<file path="config.mk">
export PLATFORM = sky130hd
export DESIGN_NAME = serdes_lane
export DESIGN_NICKNAME = d
export VERILOG_FILES = /design/src/rtl/serdes_lane.sv
export SDC_FILE = /design/constraint.sdc
export NUM_CORES = 1
export LEC_CHECK = 0
export ABC_CLOCK_PERIOD_IN_PS = 4600
export CAP_MARGIN = 20
export CELL_PAD_IN_SITES_DETAIL_PLACEMENT = 2
export CELL_PAD_IN_SITES_GLOBAL_PLACEMENT = 2
export CORE_MARGIN = 2
export CORE_UTILIZATION = 38
export CTS_CLUSTER_DIAMETER = 40
export DETAILED_ROUTE_END_ITERATION = 10
export PLACE_DENSITY_LB_ADDON = 0.15
export SETUP_SLACK_MARGIN = 0.1
export SYNTH_ARGS = -nofsm -noshare
export SYNTH_HDL_FRONTEND = slang
export SYNTH_SLANG_ARGS = --single-unit
</file>
<file path="constraint.sdc">
create_clock -name clk -period 4.6 [get_ports clk]
set_clock_uncertainty 0.2 [all_clocks]
set_input_delay 0.46 -clock clk [delete_from_list [all_inputs] [get_ports clk]]
set_output_delay 0.46 -clock clk [all_outputs]
set_load 0.02 [all_outputs]
</file>
<file path="src/rtl/serdes_lane.sv">
// serdes_lane: single-lane framed serializer/deserializer.
// TX turns parallel words into start / DATA_W data / [parity] / stop frames on
// tx_serial; RX recovers words from rx_serial (or tx_serial in loopback) with
// mid-bit sampling, start-bit glitch rejection and parity/framing checks.
// Ports:
//   clk, rst                 clock, asynchronous active-high reset
//   tx_data, tx_valid        word offered for transmission
//   tx_ready, tx_busy        TX idle / TX frame in progress
//   tx_serial                serial line out, idle high
//   rx_serial                serial line in, asynchronous to clk
//   loopback                 1 = RX listens to tx_serial instead of rx_serial
//   rx_data                  last good received word
//   rx_valid                 one-cycle pulse, rx_data updated
//   rx_parity_err            parity mismatch, qualifies rx_valid
//   rx_frame_err             one-cycle pulse, stop bit sampled low
module serdes_lane #(
  parameter int unsigned DATA_W       = 8,
  parameter int unsigned CLKS_PER_BIT = 4,
  parameter int unsigned PARITY       = 0,
  parameter int unsigned LSB_FIRST    = 1
) (
  input  logic              clk,
  input  logic              rst,
  input  logic [DATA_W-1:0] tx_data,
  input  logic              tx_valid,
  output logic              tx_ready,
  output logic              tx_serial,
  input  logic              rx_serial,
  input  logic              loopback,
  output logic [DATA_W-1:0] rx_data,
  output logic              rx_valid,
  output logic              rx_parity_err,
  output logic              rx_frame_err,
  output logic              tx_busy
);

  localparam int unsigned CNT_W = $clog2(CLKS_PER_BIT);
  localparam int unsigned IDX_W = $clog2(DATA_W + 1);
  localparam logic [CNT_W-1:0] CNT_LAST = CNT_W'(CLKS_PER_BIT - 1);
  localparam logic [CNT_W-1:0] CNT_MID  = CNT_W'(CLKS_PER_BIT / 2 - 1);
  localparam logic [IDX_W-1:0] IDX_LAST = IDX_W'(DATA_W - 1);
  localparam bit HAS_PARITY = (PARITY != 0);
  localparam bit ODD_PARITY = (PARITY == 2);
  localparam bit LSB_FIRST_B = (LSB_FIRST != 0);

  // Parity bit for a word under the configured mode.
  function automatic logic parity_of(input logic [DATA_W-1:0] w);
    return (^w) ^ ODD_PARITY;
  endfunction

  // ---------------------------------------------------------------- TX ----
  typedef enum logic [2:0] {
    TX_IDLE, TX_START, TX_DATA, TX_PARITY, TX_STOP
  } tx_state_t;

  tx_state_t         tx_state, tx_state_d;
  logic [CNT_W-1:0]  tx_cnt, tx_cnt_d;
  logic [IDX_W-1:0]  tx_idx, tx_idx_d;
  logic [DATA_W-1:0] tx_shift, tx_shift_d, tx_shift_adv;
  logic              tx_par, tx_par_d;
  logic              tx_serial_d;
  logic              tx_first_bit, tx_next_bit;

  // Current outgoing data bit sits at the shift register's send end.
  always_comb begin
    tx_shift_adv = LSB_FIRST_B ? (tx_shift >> 1) : (tx_shift << 1);
    tx_first_bit = LSB_FIRST_B ? tx_shift[0] : tx_shift[DATA_W-1];
    tx_next_bit  = LSB_FIRST_B ? tx_shift_adv[0] : tx_shift_adv[DATA_W-1];
  end

  // TX next-state and next-output logic.
  always_comb begin
    tx_state_d  = tx_state;
    tx_cnt_d    = tx_cnt;
    tx_idx_d    = tx_idx;
    tx_shift_d  = tx_shift;
    tx_par_d    = tx_par;
    tx_serial_d = tx_serial;
    unique case (tx_state)
      TX_IDLE: begin
        tx_serial_d = 1'b1;
        if (tx_valid) begin
          tx_shift_d  = tx_data;
          tx_par_d    = parity_of(tx_data);
          tx_cnt_d    = '0;
          tx_idx_d    = '0;
          tx_serial_d = 1'b0;
          tx_state_d  = TX_START;
        end
      end
      TX_START: begin
        if (tx_cnt == CNT_LAST) begin
          tx_cnt_d    = '0;
          tx_serial_d = tx_first_bit;
          tx_state_d  = TX_DATA;
        end else begin
          tx_cnt_d = tx_cnt + CNT_W'(1);
        end
      end
      TX_DATA: begin
        if (tx_cnt == CNT_LAST) begin
          tx_cnt_d = '0;
          if (tx_idx == IDX_LAST) begin
            if (HAS_PARITY) begin
              tx_serial_d = tx_par;
              tx_state_d  = TX_PARITY;
            end else begin
              tx_serial_d = 1'b1;
              tx_state_d  = TX_STOP;
            end
          end else begin
            tx_idx_d    = tx_idx + IDX_W'(1);
            tx_shift_d  = tx_shift_adv;
            tx_serial_d = tx_next_bit;
          end
        end else begin
          tx_cnt_d = tx_cnt + CNT_W'(1);
        end
      end
      TX_PARITY: begin
        if (tx_cnt == CNT_LAST) begin
          tx_cnt_d    = '0;
          tx_serial_d = 1'b1;
          tx_state_d  = TX_STOP;
        end else begin
          tx_cnt_d = tx_cnt + CNT_W'(1);
        end
      end
      TX_STOP: begin
        if (tx_cnt == CNT_LAST) begin
          tx_cnt_d   = '0;
          tx_state_d = TX_IDLE;
        end else begin
          tx_cnt_d = tx_cnt + CNT_W'(1);
        end
      end
      default: begin
        tx_serial_d = 1'b1;
        tx_state_d  = TX_IDLE;
      end
    endcase
  end

  // TX state and registered outputs; ready/busy track the next state.
  always_ff @(posedge clk or posedge rst) begin
    if (rst) begin
      tx_state  <= TX_IDLE;
      tx_cnt    <= '0;
      tx_idx    <= '0;
      tx_shift  <= '0;
      tx_par    <= 1'b0;
      tx_serial <= 1'b1;
      tx_ready  <= 1'b1;
      tx_busy   <= 1'b0;
    end else begin
      tx_state  <= tx_state_d;
      tx_cnt    <= tx_cnt_d;
      tx_idx    <= tx_idx_d;
      tx_shift  <= tx_shift_d;
      tx_par    <= tx_par_d;
      tx_serial <= tx_serial_d;
      tx_ready  <= (tx_state_d == TX_IDLE);
      tx_busy   <= (tx_state_d != TX_IDLE);
    end
  end

  // ---------------------------------------------------------------- RX ----
  typedef enum logic [2:0] {
    RX_IDLE, RX_START, RX_DATA, RX_PARITY, RX_STOP, RX_WAIT_HIGH
  } rx_state_t;

  logic              rx_sync1, rx_sync2;
  logic              rx_line;
  rx_state_t         rx_state, rx_state_d;
  logic [CNT_W-1:0]  rx_cnt, rx_cnt_d;
  logic [IDX_W-1:0]  rx_idx, rx_idx_d;
  logic [DATA_W-1:0] rx_shift, rx_shift_d, rx_shift_in;
  logic              rx_par_bit, rx_par_bit_d;
  logic [DATA_W-1:0] rx_data_d;
  logic              rx_valid_d, rx_parity_err_d, rx_frame_err_d;

  // Two-flop synchronizer, idles high like the line.
  always_ff @(posedge clk or posedge rst) begin
    if (rst) begin
      rx_sync1 <= 1'b1;
      rx_sync2 <= 1'b1;
    end else begin
      rx_sync1 <= rx_serial;
      rx_sync2 <= rx_sync1;
    end
  end

  // Loopback taps the already-registered tx_serial, so it needs no sync.
  always_comb begin
    rx_line     = loopback ? tx_serial : rx_sync2;
    rx_shift_in = LSB_FIRST_B ? {rx_line, rx_shift[DATA_W-1:1]}
                              : {rx_shift[DATA_W-2:0], rx_line};
  end

  // RX next-state and next-output logic.
  always_comb begin
    rx_state_d      = rx_state;
    rx_cnt_d        = rx_cnt;
    rx_idx_d        = rx_idx;
    rx_shift_d      = rx_shift;
    rx_par_bit_d    = rx_par_bit;
    rx_data_d       = rx_data;
    rx_valid_d      = 1'b0;
    rx_parity_err_d = 1'b0;
    rx_frame_err_d  = 1'b0;
    unique case (rx_state)
      RX_IDLE: begin
        if (!rx_line) begin
          rx_cnt_d   = '0;
          rx_state_d = RX_START;
        end
      end
      RX_START: begin
        // Re-check at the start-bit centre; a high line was only a glitch.
        if (rx_cnt == CNT_MID) begin
          rx_cnt_d = '0;
          rx_idx_d = '0;
          rx_state_d = rx_line ? RX_IDLE : RX_DATA;
        end else begin
          rx_cnt_d = rx_cnt + CNT_W'(1);
        end
      end
      RX_DATA: begin
        if (rx_cnt == CNT_LAST) begin
          rx_cnt_d   = '0;
          rx_shift_d = rx_shift_in;
          if (rx_idx == IDX_LAST) begin
            rx_state_d = HAS_PARITY ? RX_PARITY : RX_STOP;
          end else begin
            rx_idx_d = rx_idx + IDX_W'(1);
          end
        end else begin
          rx_cnt_d = rx_cnt + CNT_W'(1);
        end
      end
      RX_PARITY: begin
        if (rx_cnt == CNT_LAST) begin
          rx_cnt_d     = '0;
          rx_par_bit_d = rx_line;
          rx_state_d   = RX_STOP;
        end else begin
          rx_cnt_d = rx_cnt + CNT_W'(1);
        end
      end
      RX_STOP: begin
        if (rx_cnt == CNT_LAST) begin
          rx_cnt_d = '0;
          if (rx_line) begin
            rx_data_d       = rx_shift;
            rx_valid_d      = 1'b1;
            rx_parity_err_d = HAS_PARITY && (rx_par_bit != parity_of(rx_shift));
            rx_state_d      = RX_IDLE;
          end else begin
            rx_frame_err_d = 1'b1;
            rx_state_d     = RX_WAIT_HIGH;
          end
        end else begin
          rx_cnt_d = rx_cnt + CNT_W'(1);
        end
      end
      RX_WAIT_HIGH: begin
        // Ride out a break: no new frame until the line has gone high.
        if (rx_line) rx_state_d = RX_IDLE;
      end
      default: rx_state_d = RX_IDLE;
    endcase
  end

  // RX state and registered outputs.
  always_ff @(posedge clk or posedge rst) begin
    if (rst) begin
      rx_state      <= RX_IDLE;
      rx_cnt        <= '0;
      rx_idx        <= '0;
      rx_shift      <= '0;
      rx_par_bit    <= 1'b0;
      rx_data       <= '0;
      rx_valid      <= 1'b0;
      rx_parity_err <= 1'b0;
      rx_frame_err  <= 1'b0;
    end else begin
      rx_state      <= rx_state_d;
      rx_cnt        <= rx_cnt_d;
      rx_idx        <= rx_idx_d;
      rx_shift      <= rx_shift_d;
      rx_par_bit    <= rx_par_bit_d;
      rx_data       <= rx_data_d;
      rx_valid      <= rx_valid_d;
      rx_parity_err <= rx_parity_err_d;
      rx_frame_err  <= rx_frame_err_d;
    end
  end

endmodule

</file>
Yosys cells after proc, flatten, opt, wreduce, memory -nomap -nowiden
Index checks and enable logic that the tools add are counted.
{ "totals": {"inputBits": 13, "elab_cells": 115, "reg_bits": 49} }
{ "op_classes": {"mux": 49, "bitwise": 1, "add_sub_neg": 4, "eq_ne": 27, "n_reduce_logical": 18} }
{ "op_table": {"columns": ["operator", "n"], "rows": [
  ["$mux W3", 14],
  ["$ne A2 B2 Y1 const B", 13],
  ["$mux W4", 6],
  ["$mux W8", 3],
  ["$pmux W3 S6", 1],
  ["$pmux W4 S2", 2],
  ["$pmux W8 S2", 1],
  ["$pmux W3 S5", 1],
  ["$eq A3 B2 Y1 const B", 4],
  ["$mux W1", 12],
  ["$mux W2", 6],
  ["$reduce_and A4 Y1", 3],
  ["$eq A3 B3 Y1 const B", 3],
  ["$logic_not A3 Y1", 3],
  ["$add A4 B1 Y4 const B", 2],
  ["$eq A4 B3 Y1 const B", 2],
  ["$reduce_and A7 Y1", 1],
  ["$eq A3 B1 Y1 const B", 2],
  ["$pmux W2 S3", 1],
  ["$reduce_and A2 Y1", 3],
  ["$reduce_bool A2 Y1", 3],
  ["$reduce_bool A3 Y1", 2],
  ["$pmux W1 S5", 1],
  ["$add A2 B1 Y2 const B", 2],
  ["7 further kinds", 8]
]} }

Depth between registers and ports, before layout
Gate-level depths: netlist (run 1).
{ "depth": {"ltp_word": 5, "mapped_depth": 6, "ltp_nobuf": 6} }

Least setup slack after synthesis (run 1)
OpenSTA, ideal clock, no wires.
{ "synth_timing": {"kind": "flip-flop to flip-flop", "from": "register rx_cnt[0]", "to": "register rx_idx[2]", "path_slack_ps": 2792, "setup_ps": 126, "arrival_time_ps": 1482, "n_path_buf": 1, "stages_incl_launch_ff": 7, "period_less_slack_ps": 1808, "path_cell_list": "dfrtp_1 > ha_1 > buf_2 > inv_2 > o32ai_4 > nand2b_2 > a221o_1"} }
{ "synth_via": {"elab_chain_cells": 3, "word_cells_on_any_way": 5} }
{ "synth_lines": {"columns": ["element", "line_no", "rtl"], "rows": [
  ["from (decl)", "175", "logic [CNT_W-1:0] rx_cnt, rx_cnt_d;"],
  ["from (signal assigned)", "288", "rx_cnt <= rx_cnt_d;"],
  ["$eq A2 B2 Y1 or $eq A2 B1 Y1 (tied branches)", "229, 220", null],
  ["$ne A2 B2 Y1 (no line)", null, null],
  ["$reduce_and A4 Y1 (no line) *", null, null],
  ["to (signal assigned)", "289", "rx_idx <= rx_idx_d;"],
  ["to (decl)", "176", "logic [IDX_W-1:0] rx_idx, rx_idx_d;"]
]} }
Mark *: on every way between the ends. The rest lies on a longest branch, timed or not.
A chain may end at the register's enable or synchronous reset.

Final worst setup path (run 1)
{ "layout_timing": {"from": "register rx_state[1]", "to": "register rx_idx[2]"} }
{ "layout_via": {"elab_chain_cells": 3, "word_cells_on_any_way": 8} }
{ "layout_lines": {"columns": ["element", "line_no", "rtl"], "rows": [
  ["from (decl)", "174", "rx_state_t rx_state, rx_state_d;"],
  ["from (signal assigned)", "287", "rx_state <= rx_state_d;"],
  ["$eq A3 B2 Y1 or $eq A3 B1 Y1 (tied branches)", "211", "unique case (rx_state)"],
  ["$ne A2 B2 Y1 (no line) or $reduce_bool A2 Y1 (tied branches)", null, null],
  ["$reduce_and A4 Y1 (no line)", null, null]
]} }
Several ways; a longest one is shown, not always the timed one.

==> impl_metrics.sql, run 1 <==
INSERT INTO impl_metrics (metric_group, metric, value, unit) VALUES
('global_route', 'grt_max_degree', '50', ''),
('clocking', 'post_cts_resized', '0', ''),
('clocking', 'postCtsHoldBufs', '0', ''),
('logic_synthesis', 'synth_sequential_area_ratio', '0.521', ''),
('clocking', 'sink_count_of_the_clock_tree', '49', ''),
('clocking', 'cts_root_buf', 'clkbuf_8', ''),
('timing', 'finalSetupTns', '0', 'ns'),
('timing', 'timing.final.crit_period', '2.18', 'ns'),
('status', 'outcome', 'completed', ''),
('global_route', 'grtUsageTotal', '0.179', ''),
('drt', 'drt-wirelength-per-cell', '17.9', 'um'),
('global_route', 'number_of_global_route_vias_before_repair', '1986', ''),
('min_path', 'type_of_the_most_critical_hold_path', 'flip-flop to flip-flop', ''),
('timing', 'maxSlewHeadroom', '0.616', ''),
('floorplanning', 'chipHeight', '82.8', 'um'),
('logic_synthesis', 'synth.lib_cells_used.distinct', '45', ''),
('cells_and_area', 'antenna_cells', '0', ''),
('logic_synthesis', 'synth_warnings', '0', ''),
('job', 'maxCapViolations', '0', ''),
('logic_synthesis', 'synth-seq-cells', '49', ''),
('setup_path', 'critical_path_class', 'flip-flop to flip-flop', ''),
('timing', 'finalHoldViolCount', '0', ''),
('drt', 'detailroute.via_count', '1776', ''),
('clocking', 'cts_inserted_buffers', '5', ''),
('logic_synthesis', 'synth_top_family_by_area', 'simple AND/OR/NAND/NOR gates', ''),
('drt', 'routed_wl', '5920', 'um'),
('drt', 'firstDrtPassIters', '4', ''),
('cells_and_area', 'share_of_final_layout_standard_cells_stronger_than_drive_strength_1', '0.117', ''),
('cells_and_area', 'n_fill_cell', '651', ''),
('drt', 'detailed_route_iter0_violations', '62', ''),
('logic_synthesis', 'dominantRegCellSynth', 'dfrtp_1', ''),
('drt', 'postRouteAntennaNets', '0', ''),
('setup_path', 'crit_arrival', '2.22', 'ns'),
('floorplanning', 'floorplan.die_area', '6860', 'um^2'),
('clocking', 'cts.repair_timing.setup_buffer_count', '0', ''),
('timing', 'achievable-frequency', '459', 'MHz'),
('global_route', 'grt_pass1_wl', '10200', 'um'),
('power', 'ir_drop', '0.205', 'mV'),
('setup_path', 'peak_fanout_along_the_critical_path', '13', ''),
('timing', 'final-max-slew-violation-count', '0', ''),
('logic_synthesis', 'muxShareOfSynthArea', '0.0514', ''),
('setup_path', 'end_kind', 'flip-flop', ''),
('logic_synthesis', 'synth_cells', '232', ''),
('logic_synthesis', 'synthesis.area', '2360', 'um^2'),
('logic_synthesis', 'synth-compound-area-share', '0.167', ''),
('logic_synthesis', 'post_synth_and_or_nand_nor_area_fraction', '0.180', ''),
('floorplanning', 'floorplan.rows', '28', ''),
('floorplanning', 'die_width', '82.8', 'um'),
('timing', 'setup_viol', '0', ''),
('timing', 'rsz0062_at_grt', 'no', ''),
('timing', 'final_min_period_over_clock_period', '0.473', ''),
('drt', 'detail_route.vias_per_cell', '5.37', ''),
('cells_and_area', 'stdcell_count', '331', ''),
('clocking', 'clock_tree_from_tritoncts', 'yes', ''),
('drt', 'drc', '0', ''),
('logic_synthesis', 'synth-edff-count', '0', ''),
('clocking', 'h-tree-depth', '2', ''),
('floorplanning', 'floorplan.core_area', '5960', 'um^2'),
('clocking', 'cts_buffer_depth', '2', ''),
('global_route', 'grt_antenna_before_repair', '0', ''),
('cells_and_area', 'area.growth.synth_to_final', '17.9', '%'),
('setup_path', 'data_required_time_of_the_critical_path', '4.64', 'ns'),
('global_route', 'grt_overflow', '0', ''),
('power', 'power.leakage', '1.25', 'nW'),
('clocking', 'clock_insertion_delay_worst_skew', '0.30', 'ns'),
('clocking', 'clkTransAtPathRegs', '0.09', 'ns'),
('timing', 'worst_slew_pin_slew', '0.577', 'ns'),
('setup_path', 'startpoint_type', 'flip-flop', ''),
('logic_synthesis', 'synth_xor_xnor_area_share', '0', ''),
('placement', 'post-dp-hpwl', '4140', 'um'),
('floorplanning', 'top_level_ports', '27', ''),
('placement', 'port-buffer-count', '25', ''),
('placement', 'gp_congestion', '0.786', ''),
('placement', 'number_of_cells_after_detailed_placement', '322', ''),
('power', 'p_per_area', '552', 'nW/um^2'),
('logic_synthesis', 'avgSynthCellArea', '10.2', 'um^2'),
('logic_synthesis', 'mappedNetlistNets', '251', ''),
('logic_synthesis', 'synthAdderAreaFrac', '0.0318', ''),
('logic_synthesis', 'asyncSetResetFlopFracSynth', '1.00', ''),
('cells_and_area', 'final_net_count', '274', ''),
('floorplanning', 'effective_utilization_at_floorplan', '0.396', '');
## critical path, cell delays in order (launching register included)
cell and delay (ns):
dfrtp_1 0.72, nor3b_1 0.44, nand2_1 0.35, nor3b_1 0.27
a221o_1 0.13
## path summary, 6_finish.rpt
path,slack [ns],to,cells after the start,start
setup / recovery,2.42,rx_idx[2]$_DFFE_PP0P_,4,rx_state[1]$_DFFE_PP0P_
hold / removal,0.16,rx_sync2$_DFF_PP1_,0,rx_sync1$_DFF_PP1_
setup reg to reg,2.42,rx_idx[2]$_DFFE_PP0P_,4,rx_state[1]$_DFFE_PP0P_
hold reg to reg,0.16,rx_sync2$_DFF_PP1_,0,rx_sync1$_DFF_PP1_
max in group asynchronous,3.35,tx_ready$_DFF_PP1_,3,rst
min in group asynchronous,0.25,rx_valid$_DFF_PP0_,2,rst
## synthesized netlist by cell type (3+ instances only)
master	instances	area share
ha_1	6	0.032
nand3_1	6	0.013
o22ai_1	7	0.019
inv_1	13	0.021
nor3_1	5	0.011
nor2b_1	8	0.021
buf_2	3	0.0064
o21a_1	3	0.0095
nand2_1	34	0.054
a32o_1	3	0.013
nor2_1	10	0.016
clkbuf_1	4	0.0064
a21oi_1	13	0.028
o21ai_0	20	0.042
dfrtp_1	45	0.48
dfstp_2	4	0.045
mux2_2	9	0.043
## cell families after synthesis
kind of cell | count (synthesis)
and+or+nand+nor | 82
AOI/OAI and AO/OA | 59
DFF | 49
buffers and inverters | 24
muxes | 11
adders and majority gates | 6
other | 1
## metrics by stage
| stage | cell area (um^2) | utilization | hold WS [ns] | power (mW) | setup WS (ns) |
|---|---|---|---|---|---|
| 2_1_floorplan | 2360 | - | 0.145 | 1.07 | 2.77 |
| 3_3_place_gp | 2650 | 0.445 | 0.147 | 1.19 | 2.31 |
| 3_5_place_dp | 2650 | 0.445 | 0.152 | 1.23 | 2.26 |
| 4_1_cts | 2760 | 0.464 | 0.166 | 1.55 | 2.37 |
| 5_1_grt | 2780 | 0.467 | 0.172 | 1.66 | 2.15 |
| 6_report | 2780 | 0.467 | 0.164 | 1.54 | 2.42 |
## state kept, by name (all words and copies together), names as in the netlist
name	count
rx_valid	1
rx_sync2	1
rx_shift	8
rx_state	3
tx_serial	1
rx_cnt	2
rx_sync1	1
tx_cnt	2
tx_shift	8
rx_idx	4
tx_idx	4
tx_busy	1
tx_ready	1
tx_state	3
rx_data	8
rx_frame_err	1
## cell usage in the layout, fill, tap and decap left out, types with 7 or more instances in the layout
cell              n
a21oi_1          13
clkdlybuf4s50_1  25
dfrtp_1          45
inv_1            12
mux2_2            9
nand2_1          34
nor2_1           10
nor2b_1           8
o21ai_0          20
o22ai_1           7
## layout make-up
cell class              count  area, um^2  area share
clock buffers               5        68.8      0.0247
multi-input cells         159        1020       0.367
clock inverters             3        46.3      0.0166
well taps                  75        93.8      0.0337
inverters                  14        52.6      0.0189
flip-flops and latches     49        1230       0.442
repair buffers             26         270      0.0971
## layer usage
metal	up-vias	global-route usage	share of wire
met2	27	0.290	0.50
met1	890	0.246	0.47
met3	6	0.0348	0.023
met4	0	0.0462	0.011
li1	853	-	-
met5	-	0	0
## power by group
group / internal [mW] / switching [mW] / leakage (nW)
combinational: 0.228 / 0.284 / 0.569
clock: 0.163 / 0.152 / 0.0543
sequential: 0.556 / 0.153 / 0.625
(Power assumes the default switching activity.)
==> inputs of run 2 (changes only) <==
Settings changed: ABC_CLOCK_PERIOD_IN_PS 4600 to 2200, CORE_UTILIZATION 38 to 36.
Clock period 4.6 ns to 2.2 ns, I/O delays scaled along.
==> run 2 against run 1 <==
Net effect:
- setup slack lost 2.2 ns
- highest routed layer unchanged
- fmax grew 11%
- sequential power grew 97%
- total power grew 110%
- die area grew 5.3%
- cell count grew 4.8%
- wire length shrank 3.9%
- clock power grew 80%
- global-route usage shrank 0.37 points
==> impl_metrics.sql, run 2 (synthesis results as in run 1) <==
INSERT INTO impl_metrics (metric_group, metric, value, unit) VALUES
('setup_path', 'data_required_time_of_the_critical_path', '2.21', 'ns'),
('drt', 'firstDrtPassIters', '4', ''),
('placement', 'number_of_cells_after_detailed_placement', '339', ''),
('setup_path', 'critical_path_class', 'flip-flop to flip-flop', ''),
('power', 'p_sw_frac', '0.388', ''),
('global_route', 'grt_pass1_wl', '9920', 'um'),
('clocking', 'postCtsHoldBufs', '0', ''),
('drt', 'routed_wl', '5690', 'um'),
('timing', 'final-max-slew-violation-count', '0', ''),
('clocking', 'post_cts_resized', '0', ''),
('cells_and_area', 'final_core_utilization', '0.452', ''),
('setup_path', 'worstSetupStartpoint', 'rx_cnt[1]$_DFFE_PP0P_', ''),
('timing', 'postLayoutSetupSlackWorst', '0.240', 'ns'),
('power', 'power_switching', '1.25', 'mW'),
('setup_path', 'crit_arrival', '1.97', 'ns'),
('global_route', 'grt_max_degree', '50', ''),
('cells_and_area', 'largest_registers', 'rx_data (8), rx_shift (8), tx_shift (8)', ''),
('floorplanning', 'floorplan.rows', '29', ''),
('cells_and_area', 'mostFrequentLayoutCells', '45 x dfrtp_1, 34 x nand2_1, 25 x clkdlybuf4s50_1', ''),
('drt', 'routed-wl-met3', '126', 'um'),
('power', 'p_comb_frac', '0.390', ''),
('min_path', 'type_of_the_most_critical_hold_path', 'input port to asynchronous set/reset pin', ''),
('clocking', 'sink_count_of_the_clock_tree', '49', ''),
('floorplanning', 'die_width', '85.0', 'um'),
('timing', 'setup_viol', '0', ''),
('drt', 'detailed_route_iter0_violations', '63', ''),
('power', 'design_power_total', '3.22', 'mW'),
('floorplanning', 'floorplan.core_area', '6350', 'um^2'),
('power', 'ir_drop', '0.454', 'mV'),
('placement', 'port-buffer-count', '25', ''),
('power', 'power.leakage', '1.31', 'nW'),
('cells_and_area', 'share_of_final_layout_standard_cells_stronger_than_drive_strength_1', '0.163', ''),
('setup_path', 'end_kind', 'flip-flop', ''),
('drt', 'met2RoutedLength', '2880', 'um'),
('cells_and_area', 'final_net_count', '288', ''),
('placement', 'post-dp-hpwl', '4090', 'um'),
('placement', 'pre_cts_slack', '0.113', 'ns'),
('timing', 'finalHoldViolCount', '0', ''),
('setup_path', 'peak_fanout_along_the_critical_path', '8', ''),
('cells_and_area', 'stdcell_count', '347', ''),
('drt', 'drc', '0', ''),
('clocking', 'h-tree-depth', '2', ''),
('drt', 'drt-met1-wl', '2580', 'um'),
('timing', 'worst_slew_pin_slew', '0.569', 'ns'),
('floorplanning', 'floorplan.die_area', '7220', 'um^2'),
('drt', 'drt-wirelength-per-cell', '16.4', 'um'),
('clocking', 'clkTransAtPathRegs', '0.10', 'ns'),
('drt', 'top_layer', 'met4', ''),
('power', 'pwr-share-clk', '0.176', ''),
('power', 'seqPwrFrac', '0.434', ''),
('floorplanning', 'top_level_ports', '27', ''),
('drt', 'postRouteAntennaNets', '0', ''),
('drt', 'detailroute.via_count', '1848', ''),
('clocking', 'cts_inserted_buffers', '5', ''),
('timing', 'finalSetupTns', '0', 'ns'),
('power', 'p_per_area', '1120', 'nW/um^2'),
('clocking', 'cts_buffer_depth', '2', ''),
('drt', 'detail_route.vias_per_cell', '5.33', ''),
('cells_and_area', 'area.growth.synth_to_final', '21.6', '%'),
('job', 'maxCapViolations', '0', ''),
('global_route', 'grt_antenna_before_repair', '0', ''),
('clocking', 'cts.repair_timing.setup_buffer_count', '0', ''),
('cells_and_area', 'antenna_cells', '0', ''),
('setup_path', 'startpoint_type', 'flip-flop', ''),
('timing', 'rsz0062_at_grt', 'no', ''),
('global_route', 'number_of_global_route_vias_before_repair', '2009', ''),
('global_route', 'grt_overflow', '0', ''),
('timing', 'achievable-frequency', '510', 'MHz'),
('setup_path', 'worstReg2RegStart', 'rx_cnt[1]$_DFFE_PP0P_', ''),
('timing', 'timing.final.crit_period', '1.96', 'ns'),
('floorplanning', 'effective_utilization_at_floorplan', '0.372', ''),
('global_route', 'grtUsageTotal', '0.175', ''),
('clocking', 'clock_insertion_delay_worst_skew', '0.31', 'ns'),
('power', 'cell_internal_pwr', '1.97', 'mW'),
('floorplanning', 'chipHeight', '85.0', 'um'),
('clocking', 'clock_tree_from_tritoncts', 'yes', ''),
('timing', 'final_min_period_over_clock_period', '0.891', ''),
('cells_and_area', 'layout.cells.most_common', 'dfrtp_1', ''),
('timing', 'maxSlewHeadroom', '0.620', ''),
('status', 'outcome', 'completed', ''),
('clocking', 'cts_root_buf', 'clkbuf_8', ''),
('placement', 'gp_congestion', '0.746', '');
[run 2: path summary, 6_finish.rpt]
check	to	slack, ns	cells past startpoint
max	rx_idx[2]$_DFFE_PP0P_	0.24	5
min	rx_shift[4]$_DFFE_PP0P_	0.06	3
max reg2reg	rx_idx[2]$_DFFE_PP0P_	0.24	5
min reg2reg	rx_sync2$_DFF_PP1_	0.18	0
max in group asynchronous	rx_sync2$_DFF_PP1_	1.45	3
min in group clk	rx_sync1$_DFF_PP1_	0.14	1
[run 2: stage by stage]
stage / hold WS, ns / instance area (um^2)
floorplan: 0.0245 / 2360
global placement: 0.162 / 2780
detailed placement: 0.165 / 2780
CTS: 0.0702 / 2870
global route: 0.101 / 2870
finish: 0.0627 / 2870
[run 2: cell type report]
class | count | area, um^2
clock buffers | 5 | 68.8
fillers | 693 | 3480
flip-flops and latches | 49 | 1230
multi-input cells | 159 | 1020
inverters | 14 | 52.6
repair buffers | 40 | 375
clock inverters | 3 | 25.0
well taps | 77 | 96.3
[run 2: power by group through the flow]
stage | clock network [mW] | logic, mW | registers [mW]
floorplan | 0 | 0.872 | 1.36
global placement | 0 | 1.23 | 1.41
detailed placement | 0 | 1.27 | 1.42
CTS | 0.592 | 1.28 | 1.41
global route | 0.628 | 1.43 | 1.45
finish | 0.566 | 1.25 | 1.40
[run 2: routing by layer]
layer | up-vias | track usage
met5 | - | 0
met4 | 0 | 0.0606
met3 | 6 | 0.0350
met2 | 20 | 0.285
met1 | 934 | 0.233
li1 | 888 | -
[run 2: worst max-delay path: stages (launching register included)]
cell and delay, ns:
dfrtp_1 0.40, ha_1 0.38, inv_2 0.11, o32ai_4 0.28
nand2b_2 0.13, a221o_1 0.35
